--- src/rtl/viterbi_ber_checker_sat_counter.sv ---
// Saturating statistics counter: holds at all-ones instead of wrapping.
// Updates one cycle after inc; clr has priority over inc.
module sat_counter #(
    parameter int WIDTH = 32,
    parameter int AMT_W = 1
) (
    input  logic             clk,
    input  logic             reset,
    input  logic             clr,
    input  logic             inc,
    input  logic [AMT_W-1:0] amount,
    output logic [WIDTH-1:0] count
);

    logic [WIDTH-1:0] cnt;
    logic [WIDTH:0]   sum;

    // One extra bit catches the carry out so the counter can pin at all-ones.
    assign sum = {1'b0, cnt} + (WIDTH+1)'(amount);

    always_ff @(posedge clk) begin
        if (reset || clr) begin
            cnt <= '0;
        end else if (inc) begin
            cnt <= sum[WIDTH] ? '1 : sum[WIDTH-1:0];
        end
    end

    assign count = cnt;

endmodule

--- config.mk ---
export PLATFORM = sky130hd
export DESIGN_NAME = sat_counter
export DESIGN_NICKNAME = d
export VERILOG_FILES = /design/src/rtl/viterbi_ber_checker_sat_counter.sv
export SDC_FILE = /design/constraint.sdc
export NUM_CORES = 1
export LEC_CHECK = 0
export CAP_MARGIN = 20
export CELL_PAD_IN_SITES_DETAIL_PLACEMENT = 1
export CELL_PAD_IN_SITES_GLOBAL_PLACEMENT = 2
export CORE_ASPECT_RATIO = 0.5
export CORE_MARGIN = 2
export CORE_UTILIZATION = 26
export DETAILED_ROUTE_END_ITERATION = 12
export PLACE_DENSITY_LB_ADDON = 0.1
export SYNTH_ARGS = -nofsm -noshare
export SYNTH_HDL_FRONTEND = slang
export SYNTH_SLANG_ARGS = --single-unit
--- constraint.sdc ---
create_clock -name clk -period 2 [get_ports clk]
set_clock_uncertainty 0.1 [all_clocks]
set_input_delay 0.3 -clock clk [delete_from_list [all_inputs] [get_ports clk]]
set_output_delay 0.3 -clock clk [all_outputs]
set_load 0.005 [all_outputs]
==> results.txt <==
Post-route cell area - 2810 um2
CP Launch Type - flop
Post-Syn Area - 1640 um2
Global Route Usage Sum - 0.195
Max FFs per register - 32
Number of routed nets with antenna violations - 0
Slew HR - 0.543
Sequential-to-total area share from yosys stat - 0.390
Crit-path max FO - 5
Die area - 7010 um2
Max cap viols - 0
Placed insts - 366
HPWL after DPL - 4430 um
Final net count - 296
Clk_lat worst skew - 280 ps
Violated checks - setup timing
WHS - 415 ps
GR peak layer - met2
Fmax - 495 MHz
Vias in the first global route - 1966
Cell variety after synth - 35
Seq cells post-synth - 32
Clock root cell - clkbuf_16
Maximum VDD drop - 204 uV
Global-route wire length before repair - 10100 um
Core area - 6080 um2
Share of layout cells above drive strength 1 - 0.325
Fillers - 725
Crit path depth - 5
CP max stage delay - 590 ps
Vias post-DR - 1955
Hold depth - 2
Met1 usage - 0.251
Hold endpoint - count[31]
Crit. End Element - flop
Most common cell after layout, fill and taps aside - buf_4
Area Growth Syn to Fin - 71.1%
Number of vias per cell - 5.19
Commonest cells after routing, fill and taps aside - buf_4, clkdlybuf4s50_1, dfxtp_1
CTS Sinks - 32
CTS tree - yes
Largest net degree at the start of global routing - 33
Gate Count Post-Synth - 195
Worst path slowest cell - or4_4
Drt initial violations - 59
Crit path kind - reg -> reg
Least-Margin Pin Slew - 686 ps
Post-Layout Cell Count - 377
Synth Warn # - 0
WL final - 6290 um
N_diodes - 0
Setup ws final - -20.5 ps
Worst R2R End - count[25]
Mean Syn Cell Area - 8.43 um2
Num CTS Buffers - 5
Buf/Inv on CP - 0
Chip Width - 116 um
Most used cell, CP - or4_4
R2r startpoint - count[0]
Fin. Hold Viols - 0
Worst Hold Launch - count[31]
Tmin final - 2020 ps
Worst hold path type - reg -> reg
P per Cell Area - 527 nW/um2
Lkg Pwr - 0.936 nW
Status - complete, but fails checks
# rows - 20
R2r setup slk - -20 ps
RSZ-0062 raised after global routing - true
CTS HTree Levels - 2
Met3 usage - 0.0497
Met2 Usage GRT - 0.318
DIE HEIGHT - 60.2 um
Critical Path AT - 2130 ps
R2r worst-path depth - 5
Final Setup Violations - 1
Fin crit share - 1.01
Setup TNS - -20.5 ps
Syn_nets - 202
Final Slew Violations - 0
Placed Area - 2530 um2
Initial antenna violation count - 0
CP top delay family - simple AND/OR/NAND/NOR gates
DR WL/cell - 16.7 um
Port buffer count - 36
Boundary Pins - 37
Place WS - -535 ps
Gpl congestion - 0.807
Worst Path Required - 2110 ps
Clock-pin transition on the worst setup and hold timing paths - 50 ps
DR pass1 iterations - 4
CTS max path bufs - 2
Starting Density - 0.270
Gr ovfl total - 0
Worst path cell trace - ha_4, nand4_1, or4_4, or4_4, a31oi_1
DR DRC count - 0
## through the flow
stage	power (mW)	utilization
4_1_cts	1.50	0.447
3_3_place_gp	0.687	0.416
5_1_grt	1.53	0.463
6_report	1.48	0.463
2_1_floorplan	0.668	-
3_5_place_dp	0.688	0.416
## routing by layer
layer	vias up	routed length, um	share of wire
li1	951	-	-
met1	953	3090	0.49
met2	43	2860	0.46
met3	8	231	0.037
met4	0	99	0.016
met5	-	0	0
## cells in the mapped netlist
| cell type | count | area (um2) |
|---|---|---|
| dfxtp_1 | 32 | 641 |
| a21oi_1 | 16 | 80.1 |
| a31oi_1 | 16 | 100 |
| or4_1 | 16 | 120 |
| nand2_1 | 13 | 48.8 |
| nand4_1 | 12 | 75.1 |
| o31ai_1 | 9 | 67.6 |
| xnor2_1 | 8 | 70.1 |
| clkbuf_1 | 7 | 26.3 |
| inv_1 | 7 | 26.3 |
| nor2_1 | 7 | 26.3 |
| or3_1 | 7 | 43.8 |
| nor3_1 | 6 | 30.0 |
| o21ai_0 | 5 | 25.0 |
| nand3_1 | 4 | 20.0 |
| or2_2 | 4 | 25.0 |
| buf_2 | 3 | 15.0 |
| a211oi_1 | 2 | 15.0 |
| a311oi_1 | 2 | 17.5 |
| and3_1 | 2 | 12.5 |
| ha_1 | 2 | 25.0 |
| xor2_1 | 2 | 17.5 |
| a41o_1 | 1 | 10.0 |
| a41oi_1 | 1 | 8.76 |
| and2_1 | 1 | 6.26 |
| and4_1 | 1 | 8.76 |
| mux2i_1 | 1 | 10.0 |
| nand3_2 | 1 | 10.0 |
| nand4b_1 | 1 | 8.76 |
| nor3b_1 | 1 | 7.51 |
| nor4_1 | 1 | 6.26 |
| nor4_2 | 1 | 12.5 |
| o2111ai_1 | 1 | 8.76 |
| o41ai_1 | 1 | 8.76 |
| or4b_2 | 1 | 10.0 |
## cell type report
type | instances | area, um2 | share of cell area
inverters | 7 | 26.3 | 0.00934
well taps | 88 | 110 | 0.0391
multi-input cells | 147 | 1020 | 0.363
clock buffers | 7 | 153 | 0.0543
repair buffers | 96 | 846 | 0.301
flip-flops and latches | 32 | 657 | 0.234
## worst min-delay path, cell delays in order (launching register included)
cell,delay (ps)
dfxtp_1,320
inv_1,80
a21oi_1,60
## logic make-up after synthesis
| family | synth area share |
|---|---|
| xor+xnor | 0.0533 |
| compound gates | 0.208 |
| fa+ha+maj | 0.0152 |
| buf+inv | 0.0411 |
| mux | 0.00609 |
| simple gates | 0.287 |
| flops | 0.390 |
## repair_timing
| action | in CTS | in global routing |
|---|---|---|
| cloned | 1 | 0 |
| gates resized for setup | 10 | 20 |
| setup buffers | 0 | 5 |
| hold buffers | 0 | 0 |
| pin swaps | 9 | 15 |
| setup endpoints to repair | 31 | 31 |
| endpoints found under the hold margin | 0 | 0 |
## how the worst max path moves through the flow
stage          slack [ps]     start         to
2_1_floorplan          -7  count[0]  count[28]
3_3_place_gp         -510    amount  count[29]
3_5_place_dp         -540    amount  count[25]
4_1_cts               -50  count[0]  count[27]
5_1_grt               -90  count[0]  count[25]
6_report              -20  count[0]  count[25]
## report_power, final
part	switching, mW	internal (mW)	total, mW
Sequential	0.00143	0.637	0.638
Clock	0.286	0.522	0.809
Combinational	0.0200	0.0157	0.0357
Total	0.308	1.17	1.48
Note: power is estimated with default switching activity, not from simulation.
